**src/rtl/load_store_unit.sv**
```systemverilog
// Data-memory access stage: turns single-cycle load/store requests into a valid/ready
// bus transaction, stalls the core until completion and aligns/extends load data.
module load_store_unit #(
    parameter int unsigned ADDR_WIDTH   = 32,
    parameter int unsigned RESP_TIMEOUT = 255
) (
    input  logic                  clock,
    input  logic                  reset,
    input  logic                  load_enable,
    input  logic                  store_enable,
    input  logic [2:0]            func3,
    input  logic [3:0]            mem_write_enable,
    input  logic [ADDR_WIDTH-1:0] address,
    input  logic [31:0]           store_data,
    output logic                  stall,
    output logic [31:0]           load_data,
    output logic                  load_valid,
    output logic                  misaligned,
    output logic                  bus_error,
    output logic                  mem_req_valid,
    input  logic                  mem_req_ready,
    output logic [ADDR_WIDTH-1:0] mem_req_addr,
    output logic                  mem_req_write,
    output logic [31:0]           mem_req_wdata,
    output logic [3:0]            mem_req_wstrb,
    input  logic                  mem_resp_valid,
    input  logic [31:0]           mem_resp_rdata
);

    localparam int unsigned CNT_W = (RESP_TIMEOUT > 1) ? $clog2(RESP_TIMEOUT) : 1;
    localparam logic [CNT_W-1:0] CNT_LAST =
        CNT_W'((RESP_TIMEOUT == 0) ? 0 : RESP_TIMEOUT - 1);

    typedef enum logic [1:0] {
        StIdle,
        StRequest,
        StResponse,
        StDone
    } state_t;

    state_t                  state_q;
    logic [ADDR_WIDTH-1:0]   addr_q;
    logic                    write_q;
    logic [31:0]             wdata_q;
    logic [3:0]              wstrb_q;
    logic [2:0]              func3_q;
    logic [1:0]              lane_q;
    logic [CNT_W-1:0]        resp_cnt_q;
    logic                    req_valid_q;
    logic [31:0]             load_data_q;
    logic                    load_valid_q;
    logic                    misaligned_q;
    logic                    bus_error_q;

    logic                    start;
    logic                    misaligned_req;
    logic                    accept;
    logic [31:0]             wdata_rep;
    logic [3:0]              wstrb_shifted;
    logic [31:0]             lane_word;
    logic [31:0]             load_ext;

    assign start = load_enable | store_enable;

    always_comb begin
        misaligned_req = 1'b0;
        if (func3[1:0] == 2'b01 && address[0]) begin
            misaligned_req = 1'b1;
        end
        if (func3[1:0] == 2'b10 && address[1:0] != 2'b00) begin
            misaligned_req = 1'b1;
        end
    end

    assign accept = (state_q == StIdle) && start && !misaligned_req;

    // Reset gates stall so a held enable cannot leak through while in reset.
    assign stall = !reset &&
                   (accept || state_q == StRequest || state_q == StResponse);

    always_comb begin
        case (func3[1:0])
            2'b00:   wdata_rep = {4{store_data[7:0]}};
            2'b01:   wdata_rep = {2{store_data[15:0]}};
            default: wdata_rep = store_data;
        endcase
    end

    assign wstrb_shifted = store_enable ? (mem_write_enable << address[1:0]) : 4'b0000;

    assign lane_word = mem_resp_rdata >> {lane_q, 3'b000};

    always_comb begin
        case (func3_q)
            3'b000:  load_ext = {{24{lane_word[7]}}, lane_word[7:0]};
            3'b001:  load_ext = {{16{lane_word[15]}}, lane_word[15:0]};
            3'b100:  load_ext = {24'h000000, lane_word[7:0]};
            3'b101:  load_ext = {16'h0000, lane_word[15:0]};
            default: load_ext = mem_resp_rdata;
        endcase
    end

    always_ff @(posedge clock or posedge reset) begin
        if (reset) begin
            state_q      <= StIdle;
            addr_q       <= '0;
            write_q      <= 1'b0;
            wdata_q      <= '0;
            wstrb_q      <= '0;
            func3_q      <= '0;
            lane_q       <= '0;
            resp_cnt_q   <= '0;
            req_valid_q  <= 1'b0;
            load_data_q  <= '0;
            load_valid_q <= 1'b0;
            misaligned_q <= 1'b0;
            bus_error_q  <= 1'b0;
        end else begin
            load_valid_q <= 1'b0;
            misaligned_q <= 1'b0;
            bus_error_q  <= 1'b0;
            unique case (state_q)
                StIdle: begin
                    if (start) begin
                        if (misaligned_req) begin
                            misaligned_q <= 1'b1;
                        end else begin
                            addr_q      <= {address[ADDR_WIDTH-1:2], 2'b00};
                            write_q     <= store_enable;
                            wdata_q     <= wdata_rep;
                            wstrb_q     <= wstrb_shifted;
                            func3_q     <= func3;
                            lane_q      <= address[1:0];
                            req_valid_q <= 1'b1;
                            state_q     <= StRequest;
                        end
                    end
                end
                StRequest: begin
                    if (mem_req_ready) begin
                        req_valid_q <= 1'b0;
                        resp_cnt_q  <= '0;
                        state_q     <= write_q ? StDone : StResponse;
                    end
                end
                StResponse: begin
                    if (mem_resp_valid) begin
                        load_data_q  <= load_ext;
                        load_valid_q <= 1'b1;
                        state_q      <= StDone;
                    end else if (RESP_TIMEOUT != 0 && resp_cnt_q == CNT_LAST) begin
                        bus_error_q <= 1'b1;
                        state_q     <= StIdle;
                    end else begin
                        resp_cnt_q <= resp_cnt_q + CNT_W'(1);
                    end
                end
                StDone: begin
                    // Start is deliberately not sampled: the retiring instruction is still present.
                    state_q <= StIdle;
                end
            endcase
        end
    end

    assign load_data     = load_data_q;
    assign load_valid    = load_valid_q;
    assign misaligned    = misaligned_q;
    assign bus_error     = bus_error_q;
    assign mem_req_valid = req_valid_q;
    assign mem_req_addr  = addr_q;
    assign mem_req_write = write_q;
    assign mem_req_wdata = wdata_q;
    assign mem_req_wstrb = wstrb_q;

endmodule

```
**config.mk**
```make
export PLATFORM = sky130hd
export DESIGN_NAME = load_store_unit
export DESIGN_NICKNAME = d
export VERILOG_FILES = /design/src/rtl/load_store_unit.sv
export SDC_FILE = /design/constraint.sdc
export NUM_CORES = 1
export LEC_CHECK = 0
export CELL_PAD_IN_SITES_DETAIL_PLACEMENT = 0
export CELL_PAD_IN_SITES_GLOBAL_PLACEMENT = 1
export CORE_MARGIN = 1
export CORE_UTILIZATION = 34
export DETAILED_ROUTE_END_ITERATION = 6
export PLACE_DENSITY_LB_ADDON = 0.1
export SYNTH_ARGS = -nofsm -noshare
export SYNTH_HDL_FRONTEND = slang
export SYNTH_SLANG_ARGS = --single-unit
```
**constraint.sdc**
```tcl
create_clock -name clock -period 5.2 [get_ports clock]
set_input_delay 1.04 -clock clock [delete_from_list [all_inputs] [get_ports clock]]
set_output_delay 1.04 -clock clock [all_outputs]
set_load 0.02 [all_outputs]
```
== After elaboration in Yosys (flattened, before gate mapping) ==
Cells that the tools add are included.
Widths: inputs -> output; s select.
Storage, ports and cells
  flip-flop bits (word level): 118
  input port bits: 109
Operators by class
  muxes and demuxes: 28
  shift operators: 2
  $add $sub $neg: 1
  bitwise gates (word level): 2
  reductions and logical operators: 20
  equality and inequality tests: 15
Operators by type and width (count)
  $pmux 32 s4: 1
  $pmux 32 s2: 1
  $shr 32x5->16: 1
  $mux 8: 3
  $pmux 8 s2: 1
  $mux 1: 14
  $reduce_and 4->1: 3
  $mux 2: 5
  $ne 2x2->1 const B: 5
  $add 8x1->8 const B: 1
  $eq 8x8->1 const B: 1
  $pmux 2 s4: 1
  $eq 2x2->1 const B: 3
  $eq 3x3->1 const B: 2
  $reduce_bool 2->1: 3
  $logic_and 1x1->1: 5
  $eq 2x1->1 const B: 2
  $logic_not 2->1: 2
  $mux 4: 1
  $shl 4x2->4: 1
  $eq 3x1->1 const B: 1
  $logic_not 3->1: 1
  $ne 3x2->1 const B: 1
  $reduce_and 3->1: 1
  6 further kinds: 8

== Depth between registers and ports, before layout ==
Gate-level depths: netlist of the first run.
  depth after elaboration: 9
  gate-level depth with buffers: 8

== Worst setup path before layout of the first run ==
Ideal clock, no wire load.
  path type: input to output
  start point: input func3[1]
  end point: output stall
  required time: 4160 ps
  arrival time: 2114 ps
  stages: 5
  setup slack: 2046 ps
  path through: clkbuf_1 -> and3b_1 -> a211oi_1 -> o21bai_1 -> a21oi_1
Between the ends
  cells in the longest elaborated chain, start to end: 9
RTL lines
  start: declaration: line 11  | input logic [2:0] func3,
  $eq 2x1->1: line 67  | if (func3[1:0] == 2'b01 && address[0]) begin
  $logic_and 1x1->1: line 67
  $mux 1: line 67
  $mux 1 (*): line 70  | if (func3[1:0] == 2'b10 && address[1:0] != 2'b00) begin
  $logic_not 1->1 (*): line 75  | assign accept = (state_q == StIdle) && start && !misaligned_req;
  $logic_and 1x1->1 (*): line 75
  $logic_or 1x1->1 (*) (2 in a row): line 79  | (accept || state_q == StRequest || state_q == StResponse);
  $logic_and 1x1->1 (*): line 78  | assign stall = !reset &&
  end: declaration: line 15  | output logic stall,
Every way passes the cells marked *; elsewhere a longest branch is shown, timed or not.

== Worst setup path after layout of the first run ==
  start point: input func3[0]
  end point: output stall
Same word-level chain as after synthesis.

==> flow_summary_export.csv, run 1 <==
group,metric,value,unit
clock_network,cts_buffer_depth,2,
placement,place_ws,1.01,ns
pwr,ir_worst_vdd,273,µV
pwr,p_int,3.30,mW
setup_path,critical_path_class,"in -> out",
global_routing,antenna_found_initial,1,
setup_path,path_cells,"clkdlybuf4s50_1 > buf_4 > xor2_1 > a211oi_1 > o21bai_1 > a21oi_1 > clkdlybuf4s50_1",
drt,first_pass_iters,4,
die,die_y,132,µm
pwr,p_seq_share,31.6,%
setup_path,rrSetupSlack,2.61,ns
hold_path,hold_class,"reg -> reg",
yosys,synth_ff_type,"dfrtp_1",
setup_path,cp.arrival,3.12,ns
pwr,power_density,610,mW/mm²
placement,post-dp-hpwl,11200,µm
finish,layout_commonest_cell,"clkdlybuf4s50_1",
drt,vias_per_cell,4.87,
finish,final_cell_mix,"212 x clkdlybuf4s50_1, 118 x dfrtp_1, 72 x nand2_1, 56 x o21ai_0, 42 x mux2_4",
sta,hold_viol_final,0,
setup_path,crit_fanout,13,
sta,fmax,240,MHz
drt,wl,16100,µm
yosys,netlist_instances,531,
sta,fin_tns_setup,0,ns
clock_network,root_buffer,"clkbuf_16",
sta,worst-slew-pin-transition,1.12,ns
finish,diodes,0,
pwr,p_sw,1.90,mW
finish,postLayoutCellArea,0.00853,mm²
global_routing,top_usage_layer,"met2",
placement,dpl_cell_area,0.00796,mm²
global_routing,overflow,0,
global_routing,met3_usage,7.15,%
clock_network,cts.repair.resized,0,
clock_network,htree_levels,4,
sta,finClkSkew,0.00476,ns
sta,relSlewSlack,24.9,%
placement,globalplace.congestion,0.737,
die,start_util,34.6,%
clock_network,insertion_delay,0.41,ns
die,pin_count,215,
die,die_w,132,µm
drt,final_antenna_net_count,0,
clock_network,cts_buffers,17,
clock_network,cts_tree,"built",
yosys,yosys.area.top_type,"dfrtp_1",
yosys,ys_seq_area_share,51.6,%
yosys,async_flop_share,100,%
yosys,netlist_top_cells_area,"dfrtp_1 52%, mux2_4 11%, mux2i_1 6.8%, o21ai_0 4.9%, nand2_1 4.7%",
pwr,p_comb_share,46.6,%
yosys,ys_types,47,
job,drv_cap,0,
sta,fin_crit,4.16,ns
die,dieArea,0.0174,mm²
setup_path,worstSetupStartpointType,"input port",
yosys,avgSynthCellArea,10.8,µm²
global_routing,use_met1,24.1,%
global_routing,grt_max_degree,82,
pwr,clock_power_share,21.8,%
pwr,leakage,3.79,nW
global_routing,grt_pass1_vias,4800,
yosys,synth-seq-cells,118,
clock_network,cts_setup_buffers,0,
finish,syn_to_final_growth,49.0,%
setup_path,crit_family,"buffers and inverters",
setup_path,crit_path_max_incr_delay,0.62,ns
die,rows,47,
yosys,ys_warn_count,0,
drt,vias,4697,
yosys,synth_top_area_share,51.6,%
finish,layout.nets,843,
setup_path,crit_buf_inv,3,
clock_network,clkSinkCount,118,
drt,routedWlPerCell,16.7,µm
global_routing,track_usage,19.2,%
sta,rsz0062_at_grt,"false",
setup_path,end_kind,"primary output",
pwr,switching_share,36.6,%
run_status,status,"finished clean",
global_routing,use_met2,30.0,%
clock_network,path_clk_slew,0.06,ns
setup_path,path_common_cell,"clkdlybuf4s50_1",
setup_path,worstPathRequired,4.16,ns
yosys,synthesis.area,0.00572,mm²
drt,drc,0,
sta,fin_crit_sh,80.0,%
finish,drive_above_1_share,11.7,%
finish,fillers,1519,
sta,drv_slew,0,
die,core_area,0.0165,mm²
yosys,synth_edf_count,0,
global_routing,grt_pass1_wl,26000,µm
sta,worst_slack,1.04,ns
sta,setup_viol,0,
setup_path,cpMaxStageDelayCell,"clkdlybuf4s50_1",
placement,numPortBuffers,212,
clock_network,cts_hold_buf,0,
drt,first_iter_violations,200,
routing by layer:
layer | share of wire, % | up-vias
met5 | 0.11 | -
met4 | 2.0 | 2
li1 | - | 2247
met3 | 7.5 | 25
met1 | 43 | 2271
met2 | 47 | 152
power groups by stage:
stage	clock network [mW]	logic, mW	registers (mW)
final	1.13	2.42	1.64
after global routing	1.19	2.60	1.71
after floorplan	0	0.990	2.04
after global placement	0	2.42	1.64
after detailed placement	0	2.45	1.65
after CTS	1.16	2.46	1.65
cells in the mapped netlist (9+ instances only):
master    count
nand2_1      72
clkbuf_1     20
mux2i_1      39
buf_6         9
nand2b_1      9
o21ai_0      56
inv_1         9
nand3_1      34
nor2_1       24
a21oi_1      25
nand3b_1      9
mux2_4       42
dfrtp_1     118
through the flow:
stage	instances	utilization, %	power, mW	hold WS, ns
floorplan	532	-	3.03	0.445
global placement	933	48.2	4.06	0.462
detailed placement	933	48.2	4.10	0.469
CTS	964	51.6	5.26	0.481
global route	964	51.6	5.50	0.503
finish	964	51.6	5.20	0.477
registers in the layout, summed over array words and instances (netlist names):
signal         count
load_valid         1
func3_q            3
mem_req_valid      1
resp_cnt_q         8
mem_req_write      1
bus_error          1
state_q            2
mem_req_wstrb      4
load_data         32
misaligned         1
lane_q             2
mem_req_wdata     32
mem_req_addr      30
logic make-up after synthesis:
group           synth area share [%]
other cells                   0.0655
simple gates                    14.3
compound gates                  9.95
mux                             18.8
buf+inv                         4.48
flops                           51.6
xor+xnor                       0.306
fa+ha+maj                      0.437
area by class of cell:
| cell class | instances | area, µm² | area share [%] |
|---|---|---|---|
| Clock inverter | 7 | 70.1 | 0.821 |
| Sequential cell | 118 | 2950 | 34.6 |
| Multi-Input combinational cell | 367 | 2520 | 29.5 |
| Tap cell | 220 | 275 | 3.23 |
| Timing Repair Buffer | 219 | 2170 | 25.5 |
| Inverter | 9 | 36.3 | 0.425 |
| Clock buffer | 24 | 502 | 5.88 |
worst reg2reg max path, delay by kind of cell (launching register included):
family          cells  cell delay [ns]
buf+inv             1             0.50
compound gates      1             0.76
flops               1             0.47
simple gates        1             0.26
mux                 1             0.48
final timing paths:
path,from,cells after the start,endpoint
min reg2reg,load_data[2],2,load_data[2]
max in group asynchronous,reset,3,mem_req_addr[14]
min in group asynchronous,reset,2,mem_req_addr[19]
max reg2reg,state_q[0],4,mem_req_addr[29]
max,func3[0],7,stall
min,load_data[2],2,load_data[2]
(Power assumes the default switching activity.)
==> run 2: changes to the inputs <==
- CORE_UTILIZATION: 34 -> 30
- clock period: 5.2 -> 3.5 ns (I/O delays scaled with it)
==> run 2 against run 1 <==
Total power rose by 50%. Clock power increased by 50%. Hold slack about the same. Worst setup slack worse by 0.81 ns. Wire length is 4.1% higher. Critical path type unchanged. Critical endpoint unchanged. Largest cell class unchanged.
==> flow_summary_export.csv, run 2 (synthesized netlist as in run 1, its figures left out) <==
group,metric,value,unit
drt,wl,16700,µm
pwr,ir_worst_vdd,399,µV
clock_network,cts_buffers,17,
sta,worst_slack,0.227,ns
placement,numPortBuffers,212,
die,dieArea,0.0196,mm²
setup_path,crit_fanout,3,
global_routing,track_usage,17.9,%
clock_network,insertion_delay,0.42,ns
sta,fin_crit,3.27,ns
setup_path,cp.arrival,2.57,ns
pwr,p_seq_share,31.5,%
placement,post-dp-hpwl,11700,µm
die,core_area,0.0187,mm²
pwr,clock_power_share,21.9,%
pwr,p_int,4.91,mW
sta,relSlewSlack,38.7,%
clock_network,cts.repair.resized,0,
finish,syn_to_final_growth,50.2,%
run_status,status,"finished clean",
drt,first_iter_violations,241,
sta,fin_tns_setup,0,ns
clock_network,cts_hold_buf,0,
placement,place_ws,0.237,ns
global_routing,antenna_found_initial,0,
drt,final_antenna_net_count,0,
clock_network,cts_setup_buffers,0,
drt,first_pass_iters,4,
job,drv_cap,0,
pwr,p_comb_share,46.6,%
pwr,leakage,3.81,nW
die,die_w,140,µm
global_routing,grt_max_degree,119,
global_routing,grt_pass1_vias,4914,
clock_network,clkSinkCount,118,
global_routing,overflow,0,
clock_network,cts_tree,"built",
global_routing,grt_pass1_wl,27000,µm
finish,layout_commonest_cell,"clkdlybuf4s50_1",
pwr,p_sw,2.88,mW
sta,setup_viol,0,
drt,vias_per_cell,4.75,
sta,finClkSkew,0.00681,ns
die,pin_count,215,
finish,final_cell_mix,"212 x clkdlybuf4s50_1, 118 x dfrtp_1, 72 x nand2_1, 56 x o21ai_0, 42 x mux2_4",
finish,layout.nets,846,
finish,drive_above_1_share,12.2,%
drt,routedWlPerCell,17.1,µm
drt,drc,0,
sta,fmax,305,MHz
sta,worst-slew-pin-transition,0.916,ns
die,rows,50,
sta,drv_slew,0,
sta,rsz0062_at_grt,"false",
pwr,power_density,906,mW/mm²
pwr,switching_share,37.0,%
sta,hold_viol_final,0,
setup_path,worstPathRequired,2.80,ns
clock_network,root_buffer,"clkbuf_16",
die,start_util,30.6,%
drt,vias,4658,
clock_network,htree_levels,4,
setup_path,critical_path_class,"in -> out",
placement,globalplace.congestion,0.771,
finish,diodes,0,
setup_path,end_kind,"primary output",
setup_path,worstSetupStartpointType,"input port",
sta,fin_crit_sh,93.5,%
die,die_y,140,µm
clock_network,cts_buffer_depth,2,
hold_path,hold_class,"reg -> reg",
finish,fillers,1755,
clock_network,path_clk_slew,0.06,ns
==> run 2: changes by cell type in the layout (fill, tap and decap cells not counted), sizes merged <==
cell      previous run  this run
clkbuf              24        19
bufinv               1         2
buf                  7        10
clkinvlp             4         6
clkinv               2         4
==> run 2: final cells by class <==
type,instances,area [µm²],area share [%]
Sequential cell,118,2950,34.3
Multi-Input combinational cell,367,2520,29.3
Timing Repair Buffer,222,2220,25.8
Clock buffer,19,443,5.15
Tap cell,234,293,3.41
Clock inverter,12,130,1.51
Inverter,9,37.5,0.437
==> run 2: critical path, stage by stage <==
cell             delay (ns)
clkdlybuf4s50_1        0.52
and3b_1                0.20
a211oi_1               0.27
o21bai_1               0.09
a21oi_1                0.16
clkdlybuf4s50_1        0.62
==> run 2: layer usage <==
| layer | share of wire [%] | GRT usage (%) |
|---|---|---|
| met3 | 7.6 | 6.12 |
| met4 | 1.8 | 7.06 |
| met2 | 47 | 28.3 |
| met5 | 0 | 0 |
| met1 | 44 | 22.4 |
==> run 2: through the flow <==
step	instances	cell area [µm²]	hold slack, ns	utilization (%)	total power, mW
floorplan	532	5730	0.445	-	4.50
global route	981	8600	0.505	46.0	8.27
global placement	950	8020	0.461	42.9	6.09
CTS	981	8600	0.482	46.0	7.90
finish	981	8600	0.477	46.0	7.79
detailed placement	950	8020	0.468	42.9	6.14
==> run 2: worst paths after layout <==
path / startpoint / endpoint / slack (ns) / depth (start not counted)
max in group asynchronous: reset / load_data[7] / 2.11 / 3
hold / removal: mem_req_wstrb[0] / mem_req_wstrb[0] / 0.48 / 2
min in group asynchronous: reset / mem_req_addr[19] / 0.83 / 3
hold reg to reg: mem_req_wstrb[0] / mem_req_wstrb[0] / 0.48 / 2
setup reg to reg: lane_q[1] / load_data[18] / 1.15 / 4
setup / recovery: func3[0] / stall / 0.23 / 6
==> run 2: power by group through the flow <==
stage	clock [mW]	sequential, mW	combinational, mW
2_1_floorplan	0	3.03	1.47
3_3_place_gp	0	2.45	3.64
3_5_place_dp	0	2.47	3.67
4_1_cts	1.75	2.47	3.68
5_1_grt	1.82	2.55	3.90
6_report	1.70	2.46	3.63
==> run 3: changes to the inputs <==
- CORE_UTILIZATION: 30 -> 34
- SETUP_SLACK_MARGIN: unset -> 0.15
- SLEW_MARGIN: unset -> 30
- clock period: 3.5 -> 3.7 ns (I/O delays scaled with it)
==> run 3 against run 2 <==
Sequential power is 7% lower. Register-to-register slack better by 0.15 ns. Highest routed layer unchanged. Design area is 0.52% higher. Critical path type unchanged. Clock skew hardly changed. Global-route usage is 1.7 points higher. Sequential share of layout area is 0.18 points lower. Non-clock buffer count is 4 higher. Worst setup slack better by 0.10 ns. Clock power is 4% lower. Via count is 0.82% higher. Total power is 5.1% lower. Largest power group unchanged. Sequential cell count stayed put.
==> flow_summary_export.csv, run 3 (synthesized netlist as in run 1, its figures left out) <==
group,metric,value,unit
clock_network,cts_hold_buf,0,
global_routing,overflow,0,
pwr,leakage,3.84,nW
sta,fin_crit_sh,91.1,%
finish,fin_cells,972,
global_routing,antenna_found_initial,0,
clock_network,clkSinkCount,118,
sta,hold_ws,0.476,ns
finish,final_cell_mix,"212 x clkdlybuf4s50_1, 118 x dfrtp_1, 72 x nand2_1, 56 x o21ai_0, 42 x mux2_4",
job,drv_cap,0,
clock_network,insertion_delay,0.41,ns
placement,placed_cells,940,
sta,setup_viol,0,
die,dieArea,0.0174,mm²
hold_path,hold_path_depth,2,
sta,fin_tns_setup,0,ns
finish,postLayoutCellArea,0.00864,mm²
die,die_y,132,µm
finish,drive_above_1_share,12.9,%
finish,layout.nets,850,
pwr,ir_worst_vdd,393,µV
global_routing,grt_pass1_wl,26600,µm
clock_network,cts_buffers,17,
placement,globalplace.congestion,0.788,
hold_path,min_from,"mem_req_wdata[22]",
setup_path,r2r_start,"lane_q[1]",
sta,rsz0062_at_grt,"false",
finish,layout_commonest_cell,"clkdlybuf4s50_1",
finish,diodes,0,
setup_path,path_common_cell,"clkdlybuf4s50_1",
setup_path,cpMaxStageDelayCell,"clkdlybuf4s50_1",
clock_network,path_clk_slew,0.06,ns
placement,post-dp-hpwl,11700,µm
die,rows,47,
setup_path,end_kind,"primary output",
setup_path,worstSetupStartpointType,"input port",
setup_path,crit_family,"buffers and inverters",
placement,numPortBuffers,212,
die,pin_count,215,
drt,drc,0,
clock_network,cts_setup_buffers,0,
drt,first_pass_iters,6,
setup_path,worstPathRequired,2.96,ns
global_routing,grt_max_degree,77,
setup_path,rrSetupSlack,1.30,ns
sta,drv_slew,0,
global_routing,track_usage,19.6,%
sta,finClkSkew,0.00664,ns
drt,vias_per_cell,4.83,
finish,syn_to_final_growth,51.0,%
drt,vias,4696,
die,core_area,0.0165,mm²
drt,wl,16300,µm
drt,first_iter_violations,227,
clock_network,root_buffer,"clkbuf_16",
sta,fin_crit,3.37,ns
hold_path,min_to,"mem_req_wdata[22]",
drt,routedWlPerCell,16.8,µm
die,start_util,34.6,%
drt,final_antenna_net_count,0,
setup_path,crit_buf_inv,2,
pwr,power_density,855,mW/mm²
hold_path,hold_class,"reg -> reg",
setup_path,cp.arrival,2.63,ns
sta,relSlewSlack,38.9,%
setup_path,crit_fanout,3,
setup_path,critical_path_class,"in -> out",
sta,hold_viol_final,0,
placement,dpl_cell_area,0.00805,mm²
setup_path,r2r_cells,4,
clock_network,cts_tree,"built",
die,die_w,132,µm
clock_network,cts_buffer_depth,2,
clock_network,cts.repair.resized,0,
setup_path,r2r-end,"load_data[28]",
global_routing,grt_pass1_vias,5003,
setup_path,crit_path_max_incr_delay,0.62,ns
finish,fillers,1489,
clock_network,htree_levels,4,
run_status,status,"finished clean",
sta,worst-slew-pin-transition,0.913,ns
setup_path,path_cells,"clkdlybuf4s50_1 > and3b_1 > a211oi_1 > o21bai_1 > a21oi_1 > clkdlybuf4s50_1",
sta,fmax,297,MHz
==> run 3: worst max-delay path by stage <==
stage	start	to	depth (start not counted)
floorplan	func3[1]	stall	5
global placement	func3[0]	stall	6
detailed placement	func3[0]	stall	6
CTS	func3[0]	stall	6
global route	func3[0]	stall	6
finish	func3[0]	stall	6
==> run 3: worst reg2reg max path, stage by stage, from the launching register on <==
cell and delay (ns):
dfrtp_1 0.83, mux2_2 0.42, a31oi_1 0.25, a2111o_1 0.58, nand3_1 0.16
==> run 3: layout make-up <==
cell class              instances  area (µm²)  area share [%]
clock buffers                  18         439            5.08
well taps                     220         275            3.19
inverters                       9        37.5           0.434
repair buffers                226        2260            26.2
multi-input cells             367        2520            29.1
flip-flops and latches        118        2950            34.2
clock inverters                14         154            1.78
==> run 3: where the power goes <==
group          leakage, nW  switching [mW]  total (mW)  internal, mW
registers             1.45           0.418        2.30          1.88
clock network        0.271           0.629        1.64          1.01
logic                 2.11            1.69        3.45          1.76
total                 3.84            2.74        7.39          4.66
==> run 3: routing by layer <==
metal,vias up,share of wire [%],global-route usage [%]
met4,0,1.7,7.36
met3,20,6.8,6.73
met1,2270,44,23.9
met2,144,48,32.0
li1,2262,-,-
met5,-,0,0
==> run 3: stage by stage <==
stage | setup slack, ns | utilization [%] | total power [mW]
finish | 0.329 | 52.3 | 7.39
global route | 0.174 | 52.3 | 7.83
CTS | 0.312 | 52.3 | 7.49
detailed placement | 0.314 | 48.7 | 5.80
global placement | 0.334 | 48.6 | 5.74
floorplan | 1.15 | - | 4.25
==> RTL change, RTL diff (flow settings as in run 3) <==
Register the output `bus_error` once more, cleared by the reset; this adds one clock of latency there. The other outputs are not delayed to match.
--- a/src/rtl/load_store_unit.sv
+++ b/src/rtl/load_store_unit.sv
@@ -168,3 +168,9 @@
     assign misaligned    = misaligned_q;
-    assign bus_error     = bus_error_q;
+    always_ff @(posedge clock or posedge reset) begin
+        if (reset) begin
+            bus_error <= '0;
+        end else begin
+            bus_error <= bus_error_q;
+        end
+    end
     assign mem_req_valid = req_valid_q;
Behaviour: same outputs for any inputs over 4 cycles, from zero or initial values and one cycle with reset high; that may be too few to reach the edited logic, so the function may still have changed.
==> RTL change against run 3 <==
- cell count rose by 0.10%
- setup slack got worse by 35 ps
- synthesized area rose by 0.44%
- total power rose by 2.1%
- worst hold slack got worse by 130 ps
- sequential cell count rose by 1
- sequential power rose by 2%
- via count rose by 0.30%
- critical path type unchanged
- final area rose by 0.90%
- count of clock-buffer cells in the layout did not move
- routed wire length rose by 0.53%
- critical path depth did not move
- largest cell class unchanged
==> RTL change: results (changes against run 3) <==
----------------------------------------------------
[Outcome]
  Outcome ... finished, final reports clean

[Logic synthesis]
  Seq/Total Area, Yosys ... 51.8% (+0.21 points)
  Top cells by count, synth ... 119 x dfrtp_1, 72 x nand2_1, 56 x o21ai_0
  Number of warnings reported in the yosys synthesis log ... 0 (unchanged)
  Synth Flop Type ... dfrtp_1
  Largest cells by area after synthesis ... dfrtp_1 52%, mux2_4 11%, mux2i_1 6.8%
  Post-synthesis average cell area ... 10.8 um2 (+0.25%)
  Share of synthesized registers carrying an async set or reset ... 100% (unchanged)
  Library cells used by synthesis ... 47 (unchanged)

[GRT]
  Maximum number of pins on one net before global-route repair ... 50 (-35%)
  Total routing resource utilization after global routing ... 19.7% (+0.15 points)
  Number of global-route vias before repair ... 4967 (-0.72%)
  Initial antenna violation count ... 0 (unchanged)
  Wire length of the first global-routing pass ... 26.8 mm (+0.62%)

[Layout]
  Fin cells ... 973 (+0.10%)
  Final layout net count ... 851 (+0.12%)
  Antenna fix cells ... 0 (unchanged)
  Share of layout cells above drive strength 1 ... 13.1% (+0.25 points)

[Clock network]
  Cell at the root of the clock tree ... clkbuf_16
  CTS HTree Levels ... 4 (unchanged)
  Number of buffers added by the clock tree synthesis step ... 17 (unchanged)
  Number of buffers between clock root and the deepest sink ... 2 (unchanged)
  Reg clk slew, reported paths ... 60 ps (about the same)
  Insertion delay of the later-clocked pin in the worst-skew pair ... 410 ps (about the same)

[Drt]
  Number of optimization iterations in the first detailed-route pass ... 4 (-2)
  Average via count per standard cell ... 4.84 (+0.20%)
  Final wirelength ... 16.4 mm (+0.53%)
  Drt initial violations ... 185 (-19%)

[STA]
  Final worst hold slack ... 346 ps (-130 ps)
  Setup Skew ... 8.94 ps (+2.30 ps)
  Measured slew at the worst slew-check pin ... 770 ps (-143 ps)

[Placed design]
  Inst Count DP ... 941 (+0.11%)
  GP Congestion ... 0.819 (+3.9%)
  HPWL after detailed placement ... 11.9 mm (+1.8%)
  Port bufs ... 212 (unchanged)

[Setup path]
  Worst R2R Setup Slack ... 1340 ps (+40 ps)
  Slowest stage cell, crit path ... clkdlybuf4s50_1
  Max FO, Critical Path ... 4 (+1)
  Data arrival time of the critical path ... 2670 ps (+40 ps)
  Cell family contributing the most delay on the critical path ... buffers and inverters
  Critical Path Max Stage Delay ... 620 ps (about the same)

[Power and ir drop]
  Leakage dissipation ... 3.89 nW (+1.5%)
  Largest voltage drop on the vdd net ... 0.393 mV (about the same)

[Min path]
  Hold Path Class ... reg -> reg

----------------------------------------------------
[RTL change: cell count changes after synthesis, sizes merged]
cell,run 3,this run
dfrtp,118,119
[RTL change: area by class of cell]
| type | count | area [um2] |
|---|---|---|
| repair buffers | 226 | 2260 |
| flip-flops and latches | 119 | 2980 |
| clock buffers | 18 | 439 |
| well taps | 220 | 275 |
| fillers | 1445 | 7800 |
| inverters | 9 | 37.5 |
| multi-input cells | 367 | 2530 |
| clock inverters | 14 | 199 |
[RTL change: repair_timing]
action / in CTS / in global routing
gates resized for setup: 0 / 1
endpoints found under the setup margin: 0 / 1
buffers inserted: 0 / 0
[RTL change: power by group]
| part | internal, W | leakage [nW] | switching [W] | total [W] |
|---|---|---|---|---|
| Clock | 0.00115 | 0.311 | 0.000628 | 0.00178 |
| Sequential | 0.00189 | 1.47 | 0.000446 | 0.00234 |
| Combinational | 0.00176 | 2.11 | 0.00166 | 0.00343 |
| Total | 0.00481 | 3.89 | 0.00274 | 0.00755 |
[RTL change: final timing paths]
path,start,end,cells after the start
setup / recovery,func3[0],stall,6
setup reg to reg,lane_q[0],load_data[18],4
min in group asynchronous,reset,mem_req_valid,2
hold reg to reg,bus_error_q,bus_error,0
hold / removal,bus_error_q,bus_error,0
max in group asynchronous,reset,func3_q[1],3
[RTL change: cell families (layout without fill, tap and decap cells)]
family          after synthesis  count (layout)  synth area share [%]
buf+inv                      47             267                  4.46
compound gates              103             103                  9.90
xor+xnor                      2               2                 0.305
flops                       119             119                  51.8
other cells                   1               2                0.0652
fa+ha+maj                     2               2                 0.435
mux                          85              85                  18.7
simple gates                173             173                  14.3
[RTL change: metal layers]
metal / routed length (um) / global-route usage [%]
met1: 7220 / 24.8
met2: 7830 / 32.4
met3: 1100 / 6.31
met4: 227 / 5.94
met5: 0 / 0
[RTL change: per-stage QoR]
step	setup WS [ps]	cell area (um2)	total power, W	util (%)
detailed placement	194	8070	0.00581	48.9
finish	294	8720	0.00755	52.8
global placement	221	8070	0.00576	48.9
CTS	190	8710	0.00764	52.7
floorplan	1150	5760	0.00427	-
global route	206	8720	0.00800	52.8
